File: src/rtl/serial_adder_if.sv
// Start/busy/done handshake and operand/result bundle for the bit-serial adder.
// master drives the request side, slave is the adder itself.
interface serial_adder_if #(
  parameter int WIDTH = 8
);
  logic             start;
  logic [WIDTH-1:0] a;
  logic [WIDTH-1:0] b;
  logic             cin;
  logic             sub;
  logic             busy;
  logic             done;
  logic [WIDTH-1:0] sum;
  logic             cout;
  logic             ovf;

  modport master (
    output start, a, b, cin, sub,
    input  busy, done, sum, cout, ovf
  );

  modport slave (
    input  start, a, b, cin, sub,
    output busy, done, sum, cout, ovf
  );
endinterface

File: src/rtl/serial_adder.sv
// Bit-serial two's-complement adder/subtractor: one full-adder slice reused over
// WIDTH cycles, LSB first, with a registered carry and a start/busy/done handshake.
module serial_adder #(
  parameter int WIDTH = 8
) (
  input  logic          clk,
  input  logic          rst_n,
  serial_adder_if.slave bus
);
  localparam int CNT_W = $clog2(WIDTH) + 1;

  localparam logic [1:0] S_IDLE = 2'd0;
  localparam logic [1:0] S_RUN  = 2'd1;
  localparam logic [1:0] S_DONE = 2'd2;

  localparam logic [CNT_W-1:0] LAST_BIT = CNT_W'(WIDTH - 1);

  logic [1:0]       state;
  logic [CNT_W-1:0] bit_cnt;
  logic             carry;
  logic [WIDTH-1:0] opa;
  logic [WIDTH-1:0] opb;
  logic [WIDTH-1:0] res_sh;
  logic [WIDTH-1:0] sum_r;
  logic             cout_r;
  logic             ovf_r;
  logic [1:0]       fa;
  logic             accept;
  logic             last;

  // Returns {carry_out, sum_bit}.
  function automatic logic [1:0] full_add(input logic x, input logic y, input logic c);
    full_add = {(x & y) | (x & c) | (y & c), x ^ y ^ c};
  endfunction

  assign accept = (state == S_IDLE) && bus.start;
  assign last   = (bit_cnt == LAST_BIT);
  assign fa     = full_add(opa[0], opb[0], carry);

  // Control: FSM, bit counter, carry and the architectural result registers.
  always_ff @(posedge clk) begin
    if (!rst_n) begin
      state   <= S_IDLE;
      bit_cnt <= '0;
      carry   <= 1'b0;
      sum_r   <= '0;
      cout_r  <= 1'b0;
      ovf_r   <= 1'b0;
    end else begin
      case (state)
        S_IDLE: begin
          if (bus.start) begin
            state   <= S_RUN;
            bit_cnt <= '0;
            carry   <= bus.sub | bus.cin;
          end
        end
        S_RUN: begin
          carry   <= fa[1];
          bit_cnt <= bit_cnt + CNT_W'(1);
          if (last) begin
            state  <= S_DONE;
            sum_r  <= {fa[0], res_sh[WIDTH-1:1]};
            cout_r <= fa[1];
            // On the last bit the carry register still holds the carry into the MSB.
            ovf_r  <= carry ^ fa[1];
          end
        end
        S_DONE:  state <= S_IDLE;
        default: state <= S_IDLE;
      endcase
    end
  end

  // Datapath: operand shift registers and result shift register, no reset needed.
  always_ff @(posedge clk) begin
    if (accept) begin
      opa <= bus.a;
      opb <= bus.sub ? ~bus.b : bus.b;
    end else if (state == S_RUN) begin
      opa    <= opa >> 1;
      opb    <= opb >> 1;
      res_sh <= {fa[0], res_sh[WIDTH-1:1]};
    end
  end

  assign bus.busy = (state == S_RUN);
  assign bus.done = (state == S_DONE);
  assign bus.sum  = sum_r;
  assign bus.cout = cout_r;
  assign bus.ovf  = ovf_r;
endmodule

File: src/flat_wrapper.sv
// flat-port wrapper written by rule: the top's interface ports become plain ports
module serial_adder_flat 
#(
  parameter int WIDTH = 8
)
  (clk, rst_n, bus_start, bus_a, bus_b, bus_cin, bus_sub, bus_busy, bus_done, bus_sum, bus_cout, bus_ovf);
  serial_adder_if #(.WIDTH(WIDTH)) bus_i ();
  input  logic clk;
  input  logic rst_n;
  input wire logic [$bits(bus_i.start)-1:0] bus_start;
  input wire logic [$bits(bus_i.a)-1:0] bus_a;
  input wire logic [$bits(bus_i.b)-1:0] bus_b;
  input wire logic [$bits(bus_i.cin)-1:0] bus_cin;
  input wire logic [$bits(bus_i.sub)-1:0] bus_sub;
  output wire logic [$bits(bus_i.busy)-1:0] bus_busy;
  output wire logic [$bits(bus_i.done)-1:0] bus_done;
  output wire logic [$bits(bus_i.sum)-1:0] bus_sum;
  output wire logic [$bits(bus_i.cout)-1:0] bus_cout;
  output wire logic [$bits(bus_i.ovf)-1:0] bus_ovf;
  assign bus_i.start = bus_start;
  assign bus_i.a = bus_a;
  assign bus_i.b = bus_b;
  assign bus_i.cin = bus_cin;
  assign bus_i.sub = bus_sub;
  assign bus_busy = bus_i.busy;
  assign bus_done = bus_i.done;
  assign bus_sum = bus_i.sum;
  assign bus_cout = bus_i.cout;
  assign bus_ovf = bus_i.ovf;
  serial_adder #(.WIDTH(WIDTH)) u_core (.clk(clk), .rst_n(rst_n), .bus(bus_i));
endmodule
File: config.mk
export PLATFORM = sky130hd
export DESIGN_NAME = serial_adder_flat
export DESIGN_NICKNAME = d
export VERILOG_FILES = /design/src/rtl/serial_adder_if.sv /design/src/rtl/serial_adder.sv /design/src/flat_wrapper.sv
export SDC_FILE = /design/constraint.sdc
export NUM_CORES = 1
export LEC_CHECK = 0
export BUFFER_PORTS_ARGS = -buffer_cell sky130_fd_sc_hd__buf_4
export CORE_ASPECT_RATIO = 1.4
export CORE_MARGIN = 2
export CORE_UTILIZATION = 40
export CTS_BUF_LIST = sky130_fd_sc_hd__clkbuf_4
export CTS_CLUSTER_DIAMETER = 80
export CTS_CLUSTER_SIZE = 14
export DETAILED_ROUTE_END_ITERATION = 10
export SYNTH_ARGS = -nofsm -noshare
export SYNTH_HDL_FRONTEND = slang
export SYNTH_SLANG_ARGS = --single-unit
File: constraint.sdc
create_clock -name clk -period 1.45 [get_ports clk]
set_input_delay 0.145 -clock clk [delete_from_list [all_inputs] [get_ports clk]]
set_output_delay 0.145 -clock clk [all_outputs]
set_load 0.05 [all_outputs]
==> results.py, run 1 <==
metrics = {
    "clock_tree": {
        "cts_buffer_depth": 2,
        "cts_tree": "done",
        "htreeDepth": 2,
        "clk_latency_ns": 0.34,
        "cts.sinks": 40,
        "numCtsBuffers": 5,
        "clkTransAtPathRegs_ns": 0.11,
        "cts_root_buf": "clkbuf_4",
    },
    "drt": {
        "drt_first_iter_violations": 26,
        "wl_per_cell_um": 12.9,
        "dr_total_vias": 1185,
        "ant_nets": 0,
        "avgViaCountPerCell": 4.90,
        "routed_wl_um": 3130,
        "drc": 0,
        "dr.pass1.iters": 4,
    },
    "layout": {
        "layout_commonest_cell": "nand2_1",
        "areaGrowthSynthToFinish_pct": 23.9,
        "diodes": 0,
        "most-common-layout-cells": "nand2_1, buf_4, edfxtp_1",
        "final_layout_size_suffix_gt1_share_pct": 30.5,
        "layout.nets": 219,
        "fillerInstances": 409,
        "postLayoutCoreUtil_pct": 51.0,
    },
    "synth": {
        "synth-xor-area-share_pct": 4.55,
        "syn_inst": 153,
        "syn_nets": 176,
        "yosysSeqAreaShare_pct": 59.5,
        "synthSimpleGateAreaFrac_pct": 17.1,
        "synth.area.mux_share_pct": 5.78,
        "yosysWarnings": 0,
        "synth_top_family_by_area": "simple AND/OR/NAND/NOR gates",
        "synth_compound_area_share_pct": 7.73,
        "synth_adder_area_share_pct": 1.88,
        "yosysUniqueCellTypes": 34,
        "postSynthAreaPerCell_sq_um": 11.3,
        "syn_area_sq_um": 1730,
        "ys_seq_elements": 40,
    },
    "timing": {
        "whs_ns": 0.0529,
        "hold_viol_final": 0,
        "fin_ws_ns": 0.0781,
        "setup_tns_ns": 0,
        "fin_crit_sh_pct": 94.6,
        "tightest_slew_ns": 0.256,
        "clock.fmax_mhz": 729,
        "rsz0062_at_grt": "false",
        "setup_viol": 0,
        "maxSlewHeadroom_pct": 82.9,
        "min_period_ns": 1.37,
        "fin_skew_ns": 0.00321,
        "slew_viol_final": 0,
    },
    "critical_path": {
        "crit_path_start_kind": "register",
        "end_kind": "primary output",
        "endpoint": "bus_busy",
        "cp.required_ns": 1.31,
        "worstPathArrival_ns": 1.23,
        "worst_r2r_path_depth": 5,
        "r2r_slack_ns": 0.11,
        "critPathKind": "reg -> out",
        "cp_max_fo": 5,
        "r2r-start": "u_core.bit_cnt[0]$_SDFFE_PN0P_",
        "startpoint": "u_core.state[1]$_SDFFE_PN0P_",
        "r2r-end": "u_core.bus.sum[7]$_SDFFE_PN0P_",
    },
    "place": {
        "pre_cts_slack_ns": 0.00725,
        "portBuffers": 32,
        "gp_congestion": 0.740,
        "place_hpwl_um": 2250,
    },
    "hold_path": {
        "min-delay-path-class": "in -> reg",
    },
    "floorplanning": {
        "die_x_um": 59.6,
        "die_y_um": 81.9,
        "std_cell_rows": 28,
        "ioPinCount": 33,
        "start_util_pct": 41.2,
        "core_sq_um": 4200,
        "die_area_sq_um": 4880,
    },
    "power_and_ir_drop": {
        "power_frac_seq_pct": 60.4,
        "share_comb_of_total_power_pct": 14.2,
        "p_sw_w": 0.000541,
        "vdd_drop_max_mv": 0.499,
        "pwr-share-clk_pct": 25.3,
        "power_density_nw_per_um2": 1030,
        "switching_share_pct": 24.4,
        "power.leakage_nw": 0.904,
        "p_int_w": 0.00168,
    },
    "grt": {
        "grt_overflow": 0,
        "antenna_found_initial": 0,
        "grt_start_max_net_pins": 17,
        "grt_pass1_wl_um": 5220,
        "grt_pass1_vias": 1145,
        "grt_use_total_pct": 14.8,
    },
    "status": {
        "status": "finished clean",
    },
    "job": {
        "maxCapViolCount": 0,
    },
}
state kept, by name (all words and copies together) (netlist names):
name / cells
u_core.bus.sum: 8
u_core.opb: 8
u_core.bus.ovf: 1
u_core.bit_cnt: 4
u_core.opa: 8
u_core.res_sh: 7
u_core.carry: 1
u_core.bus.cout: 1
u_core.state: 2
Yosys cell counts:
library cell   n  area, sq um
o41ai_1        1         8.76
buf_6          3         33.8
mux2i_1       10          100
clkbuf_1       2         7.51
or3b_1         1         8.76
fa_1           1         20.0
o21a_1         1         7.51
o21ai_1        2         10.0
a21oi_1        3         15.0
nand3_1        2         10.0
xnor2_1        9         78.8
o21ai_2        5         43.8
edfxtp_1      23          691
o211a_1        1         10.0
o21ai_0        1         5.00
nand3b_1       1         7.51
ha_1           1         12.5
and2_1         1         6.26
o21ba_2        1         10.0
o32ai_1        1         8.76
o211ai_1       1         7.51
and2b_1        1         7.51
a211oi_1       1         7.51
nand4_1        1         6.26
inv_2          1         3.75
inv_1          1         3.75
nor3b_2        1         12.5
nor2_1         3         11.3
nor3_1         2         10.0
buf_2          2         10.0
nand2_1       49          184
dfxtp_1       17          340
nor2_8         1         20.0
nand2b_1       2         12.5
cell type report:
class	count	area, sq um	area share, %
multi-input cells	105	661	30.8
flip-flops and latches	40	1030	48.0
well taps	45	56.3	2.62
clock inverters	1	3.75	0.175
repair buffers	42	332	15.5
inverters	2	10.0	0.466
clock buffers	7	52.6	2.45
logic make-up after synthesis:
kind of cell | count (synthesis)
compound gates | 18
xor+xnor | 9
fa+ha+maj | 2
buf+inv | 9
flops | 40
mux | 10
simple gates | 65
stage by stage:
| step | total power (W) | instance area, sq um | cells |
|---|---|---|---|
| floorplan | 0.00156 | 1730 | 153 |
| global placement | 0.00167 | 2050 | 231 |
| detailed placement | 0.00168 | 2050 | 231 |
| CTS | 0.00225 | 2140 | 242 |
| global route | 0.00233 | 2150 | 242 |
| finish | 0.00222 | 2150 | 242 |
per-layer routing:
layer / share of wire [%] / routed length, um / track usage [%]
met1: 44 / 1370 / 17.2
met2: 50 / 1560 / 24.8
met3: 4.6 / 143 / 4.72
met4: 1.8 / 57 / 6.00
met5: 0 / 0 / 0
power by group through the flow:
| stage | logic (W) | registers (W) | clock network, W |
|---|---|---|---|
| after floorplan | 0.000202 | 0.00136 | 0 |
| after global placement | 0.000304 | 0.00136 | 0 |
| after detailed placement | 0.000313 | 0.00137 | 0 |
| after CTS | 0.000322 | 0.00134 | 0.000585 |
| after global routing | 0.000359 | 0.00135 | 0.000620 |
| final | 0.000316 | 0.00134 | 0.000562 |
how the worst min path moves through the flow:
stage | startpoint | slack [ns] | endpoint | cells past startpoint
final | bus_a[4] | 0.05 | u_core.opa[4]$_DFFE_PP_ | 3
after global routing | bus_a[2] | 0.05 | u_core.opa[2]$_DFFE_PP_ | 3
after CTS | bus_a[4] | 0.04 | u_core.opa[4]$_DFFE_PP_ | 3
after detailed placement | bus_a[4] | 0.41 | u_core.opa[4]$_DFFE_PP_ | 3
after global placement | bus_a[1] | 0.40 | u_core.opa[1]$_DFFE_PP_ | 3
after floorplan | rst_n | 0.30 | u_core.bit_cnt[3]$_SDFFE_PN0P_ | 2
critical path, stage by stage, from the launching register on:
cell and delay, ns:
dfxtp_1 0.33, buf_4 0.14, nand2b_1 0.18, inv_4 0.08
buf_6 0.15
timing repair:
| item | in CTS | in global routing |
|---|---|---|
| setup buffers | 2 | 0 |
| resized for setup | 2 | 1 |
| gates cloned | 1 | 0 |
| hold buffers | 0 | 0 |
| setup endpoints to repair | 4 | 1 |
| pin swaps | 1 | 0 |
Note: power is estimated with default switching activity, not from simulation.
==> run 2, diff against run 1 <==
--- a/config.mk
+++ b/config.mk
@@ -13,6 +13,7 @@
 export CTS_CLUSTER_DIAMETER = 80
 export CTS_CLUSTER_SIZE = 14
 export DETAILED_ROUTE_END_ITERATION = 10
+export PLACE_DENSITY = 0.62
 export SYNTH_ARGS = -nofsm -noshare
 export SYNTH_HDL_FRONTEND = slang
 export SYNTH_SLANG_ARGS = --single-unit
==> results.py, run 2 (synthesized netlist as in run 1, its figures left out) <==
metrics = {
    "status": {
        "status": "finished clean",
    },
    "timing": {
        "setup_viol": 0,
        "fin_crit_sh_pct": 93.3,
        "hold_viol_final": 0,
        "tightest_slew_ns": 0.239,
        "slew_viol_final": 0,
        "min_period_ns": 1.35,
        "fin_skew_ns": 0.0108,
        "maxSlewHeadroom_pct": 84.1,
        "fin_ws_ns": 0.0972,
        "rsz0062_at_grt": "false",
        "clock.fmax_mhz": 739,
        "setup_tns_ns": 0,
    },
    "clock_tree": {
        "cts_hold_buf": 0,
        "cts.sinks": 40,
        "cts_tree": "done",
        "cts_root_buf": "clkbuf_4",
        "cts_buffer_depth": 2,
        "htreeDepth": 2,
        "clkTransAtPathRegs_ns": 0.10,
        "numCtsBuffers": 5,
        "clk_latency_ns": 0.34,
    },
    "layout": {
        "most-common-layout-cells": "nand2_1, buf_4, edfxtp_1",
        "layout.nets": 220,
        "fin_area_sq_um": 2180,
        "diodes": 0,
        "final_layout_size_suffix_gt1_share_pct": 32.3,
        "postLayoutCoreUtil_pct": 51.8,
        "fillerInstances": 408,
        "layout_commonest_cell": "nand2_1",
        "areaGrowthSynthToFinish_pct": 25.7,
    },
    "critical_path": {
        "cp_max_fo": 5,
        "r2r-start": "u_core.opa[0]$_DFFE_PP_",
        "r2r_slack_ns": 0.1,
        "cp_slowest_cell": "dfxtp_1",
        "crit_path_start_kind": "register",
        "crit_family": "buffers and inverters",
        "path_cells": "buf_4 -> nand2b_1 -> inv_4 -> buf_6",
        "cp.required_ns": 1.31,
        "worstPathArrival_ns": 1.21,
        "cpPeakStageDelay_ns": 0.32,
        "path_buf_inv": 3,
        "worst_r2r_path_depth": 3,
        "end_kind": "primary output",
        "r2r-end": "u_core.bus.ovf$_SDFFE_PN0P_",
        "critPathKind": "reg -> out",
        "cp.depth": 4,
    },
    "power_and_ir_drop": {
        "p_total_w": 0.00222,
        "vdd_drop_max_mv": 0.493,
        "power.leakage_nw": 0.917,
        "power_density_nw_per_um2": 1020,
    },
    "drt": {
        "dr_total_vias": 1218,
        "drc": 0,
        "avgViaCountPerCell": 5.01,
        "routed_wl_um": 3150,
        "dr.pass1.iters": 4,
        "drt_first_iter_violations": 46,
        "ant_nets": 0,
        "wl_per_cell_um": 13.0,
    },
    "floorplanning": {
        "std_cell_rows": 28,
        "die_x_um": 59.6,
        "die_y_um": 81.9,
        "die_area_sq_um": 4880,
        "start_util_pct": 41.2,
        "core_sq_um": 4200,
        "ioPinCount": 33,
    },
    "place": {
        "portBuffers": 32,
        "gp_congestion": 0.733,
        "pre_cts_slack_ns": -0.0223,
        "placed_area_sq_um": 2060,
        "place_hpwl_um": 2280,
    },
    "hold_path": {
        "min-delay-path-class": "in -> reg",
        "holdPathEnd": "u_core.opa[4]$_DFFE_PP_",
        "hp-start": "bus_a[4]",
        "worst_hold_path.num_cells": 3,
    },
    "grt": {
        "grt_pass1_vias": 1211,
        "grt_pass1_wl_um": 5180,
        "grt_start_max_net_pins": 23,
        "grt_use_total_pct": 14.7,
        "grt_overflow": 0,
        "antenna_found_initial": 0,
    },
    "job": {
        "maxCapViolCount": 0,
    },
}
## run 2: how the worst max path moves through the flow
stage / slack, ns / startpoint / end
final: 0.1 / u_core.state[1]$_SDFFE_PN0P_ / bus_busy
after global routing: 0.002 / u_core.opa[0]$_DFFE_PP_ / u_core.bus.ovf$_SDFFE_PN0P_
after CTS: 0.07 / u_core.state[1]$_SDFFE_PN0P_ / bus_busy
after detailed placement: -0.02 / u_core.bit_cnt[0]$_SDFFE_PN0P_ / u_core.bus.sum[1]$_SDFFE_PN0P_
after global placement: 0.10 / u_core.bit_cnt[0]$_SDFFE_PN0P_ / u_core.bus.sum[6]$_SDFFE_PN0P_
after floorplan: 0.1 / u_core.state[0]$_SDFFE_PN0P_ / u_core.bit_cnt[3]$_SDFFE_PN0P_
## run 2: stage by stage
| step | hold slack (ns) | instances |
|---|---|---|
| 2_1_floorplan | 0.296 | 153 |
| 3_3_place_gp | 0.406 | 231 |
| 3_5_place_dp | 0.412 | 231 |
| 4_1_cts | 0.0547 | 243 |
| 5_1_grt | 0.0529 | 243 |
| 6_report | 0.0705 | 243 |
## run 2: repair_timing
item,CTS,global route
pin swaps,1,2
setup buffers,3,0
cloned,1,0
setup endpoints to repair,10,2
resized for setup,2,4
## run 2: area by class of cell
cell class	instances	area, sq um	share of cell area (%)
clock buffer	7	52.6	2.41
inverter	2	10.0	0.460
sequential	40	1030	47.4
clock inverter	1	3.75	0.172
tap	45	56.3	2.59
timing repair buffer	43	352	16.1
multi-input combinational	105	671	30.8
## run 2: metal layers
layer / wire [um] / up-vias / global-route usage (%)
met4: 53 / 0 / 6.67
met3: 152 / 6 / 5.51
met2: 1670 / 33 / 26.3
met1: 1280 / 566 / 14.9
met5: 0 / - / 0
li1: - / 613 / -
## run 2: power breakdown
group | internal (W) | switching (W) | total (W) | leakage, nW
combinational | 0.000157 | 0.000170 | 0.000327 | 0.515
clock | 0.000224 | 0.000329 | 0.000553 | 0.0338
sequential | 0.00131 | 0.0000349 | 0.00134 | 0.368
## run 2: tightest hold or removal path, stage by stage
cell and delay (ns):
buf_4 0.08, nand2_1 0.04, nand2_1 0.05
==> run 3, diff against run 2 <==
--- a/config.mk
+++ b/config.mk
@@ -7,13 +7,13 @@
 export LEC_CHECK = 0
 export BUFFER_PORTS_ARGS = -buffer_cell sky130_fd_sc_hd__buf_4
 export CORE_ASPECT_RATIO = 1.4
-export CORE_MARGIN = 2
+export CORE_MARGIN = 3
 export CORE_UTILIZATION = 40
 export CTS_BUF_LIST = sky130_fd_sc_hd__clkbuf_4
 export CTS_CLUSTER_DIAMETER = 80
 export CTS_CLUSTER_SIZE = 14
 export DETAILED_ROUTE_END_ITERATION = 10
-export PLACE_DENSITY = 0.62
+export PLACE_DENSITY = 0.64
 export SYNTH_ARGS = -nofsm -noshare
 export SYNTH_HDL_FRONTEND = slang
 export SYNTH_SLANG_ARGS = --single-unit
==> constraint.sdc (replaced) <==
create_clock -name clk -period 1.1 [get_ports clk]
set_input_delay 0.11 -clock clk [delete_from_list [all_inputs] [get_ports clk]]
set_output_delay 0.11 -clock clk [all_outputs]
set_load 0.05 [all_outputs]
==> results.py, run 3 (synthesized netlist as in run 1, its figures left out) <==
metrics = {
    "power_and_ir_drop": {
        "power.leakage_nw": 1.07,
        "switching_share_pct": 25.3,
        "p_sw_w": 0.000798,
        "vdd_drop_max_mv": 0.809,
        "power_density_nw_per_um2": 1250,
        "power_frac_seq_pct": 56.4,
        "share_comb_of_total_power_pct": 20.0,
        "p_int_w": 0.00236,
        "pwr-share-clk_pct": 23.7,
    },
    "layout": {
        "diodes": 0,
        "instances_no_fill": 261,
        "postLayoutCoreUtil_pct": 62.4,
        "layout_commonest_cell": "buf_4",
        "layout.nets": 240,
        "most-common-layout-cells": "buf_4, nand2_1, edfxtp_1",
        "areaGrowthSynthToFinish_pct": 46.1,
        "final_layout_size_suffix_gt1_share_pct": 52.3,
        "fin_area_sq_um": 2530,
        "fillerInstances": 336,
    },
    "drt": {
        "dr.pass1.iters": 4,
        "avgViaCountPerCell": 5.00,
        "wl_per_cell_um": 14.1,
        "drc": 0,
        "drt_first_iter_violations": 34,
        "routed_wl_um": 3690,
        "ant_nets": 0,
        "dr_total_vias": 1306,
    },
    "floorplanning": {
        "die_y_um": 83.9,
        "ioPinCount": 33,
        "core_sq_um": 4050,
        "die_x_um": 61.6,
        "start_util_pct": 42.7,
        "die_area_sq_um": 5170,
        "std_cell_rows": 27,
    },
    "timing": {
        "fin_crit_sh_pct": 119,
        "fin_skew_ns": 0.0128,
        "hold_viol_final": 0,
        "slew_viol_final": 0,
        "min_period_ns": 1.31,
        "clock.fmax_mhz": 764,
        "rsz0062_at_grt": "true",
        "fin_ws_ns": -0.209,
        "whs_ns": 0.0324,
        "tightest_slew_ns": 0.350,
        "maxSlewHeadroom_pct": 76.6,
        "setup_viol": 51,
    },
    "critical_path": {
        "critPathKind": "reg -> reg",
        "worst_r2r_path_depth": 3,
        "r2r_slack_ns": -0.21,
        "crit_path_start_kind": "register",
        "r2r-end": "u_core.bus.ovf$_SDFFE_PN0P_",
        "cp_max_fo": 3,
        "worstPathArrival_ns": 1.55,
        "startpoint": "u_core.opb[0]$_DFFE_PP_",
        "r2r-start": "u_core.opb[0]$_DFFE_PP_",
        "cp.required_ns": 1.34,
        "end_kind": "register",
        "endpoint": "u_core.bus.ovf$_SDFFE_PN0P_",
    },
    "place": {
        "placed_area_sq_um": 2180,
        "dp.cells": 241,
        "gp_congestion": 0.774,
        "portBuffers": 32,
        "place_hpwl_um": 2400,
    },
    "job": {
        "maxCapViolCount": 0,
    },
    "hold_path": {
        "min-delay-path-class": "in -> reg",
    },
    "clock_tree": {
        "cts_root_buf": "clkbuf_4",
        "cts_buffer_depth": 2,
        "htreeDepth": 2,
        "clk_latency_ns": 0.34,
        "numCtsBuffers": 5,
        "cts.sinks": 40,
        "clkTransAtPathRegs_ns": 0.11,
        "cts_tree": "done",
    },
    "grt": {
        "grtUsageMet2_pct": 26.4,
        "grt_start_max_net_pins": 17,
        "grt_use_met3_pct": 4.95,
        "grt_use_total_pct": 16.0,
        "grt_pass1_wl_um": 6270,
        "met1_usage_pct": 19.7,
        "grt_pass1_vias": 1376,
        "antenna_found_initial": 0,
        "grt_overflow": 0,
        "busiest_layer": "met2",
    },
    "status": {
        "violations": "setup timing",
        "status": "finished, violations left",
    },
}
## run 3: how the worst min path moves through the flow
stage	start	endpoint	slack [ns]	cells past startpoint
after global placement	bus_a[1]	u_core.opa[1]$_DFFE_PP_	0.37	3
after global routing	bus_a[2]	u_core.opa[2]$_DFFE_PP_	0.01	3
final	bus_a[2]	u_core.opa[2]$_DFFE_PP_	0.03	3
after detailed placement	bus_a[3]	u_core.opa[3]$_DFFE_PP_	0.39	3
after floorplan	rst_n	u_core.bit_cnt[3]$_SDFFE_PN0P_	0.26	2
after CTS	bus_a[3]	u_core.opa[3]$_DFFE_PP_	0.01	3
## run 3: stage by stage
stage               setup WS (ns)  setup TNS, ns  total power, W
floorplan                  -0.226          -4.79         0.00209
detailed placement         -0.205          -5.47         0.00227
global placement           -0.182          -4.28         0.00225
global route               -0.275          -7.55         0.00331
CTS                        -0.204          -5.07         0.00317
finish                     -0.209          -5.12         0.00316
## run 3: timing repair
| item | 4_1_cts | 5_1_grt |
|---|---|---|
| pin swaps | 15 | 7 |
| hold buffers | 0 | 0 |
| buffers inserted | 9 | 1 |
| endpoints found under the setup margin | 50 | 59 |
| cloned | 4 | 0 |
| resized for setup | 42 | 16 |
## run 3: power by group through the flow
stage          combinational, W  clock [W]  sequential (W)
2_1_floorplan          0.000287          0         0.00180
3_3_place_gp           0.000446          0         0.00181
3_5_place_dp           0.000462          0         0.00181
4_1_cts                0.000615   0.000775         0.00178
5_1_grt                0.000688   0.000828         0.00179
6_report               0.000630   0.000747         0.00178
## run 3: cell type report
class,count,area [sq um],share of cell area (%)
multi-input cells,105,786,31.1
repair buffers,63,577,22.8
clock inverters,1,5.00,0.198
well taps,43,53.8,2.13
clock buffers,7,52.6,2.08
flip-flops and latches,40,1040,40.9
inverters,2,20.0,0.791
## run 3: worst max-delay path: stages, from the launching register on
cell and delay (ns):
edfxtp_1 0.42, fa_2 0.43, xnor2_2 0.15, o41ai_2 0.21
## run 3: routing by layer
layer	up-vias	part of all wire, %	wire length (um)
li1	656	-	-
met1	615	40	1480
met2	33	55	2020
met3	2	4.6	168
met4	0	0.62	23
met5	-	0	0
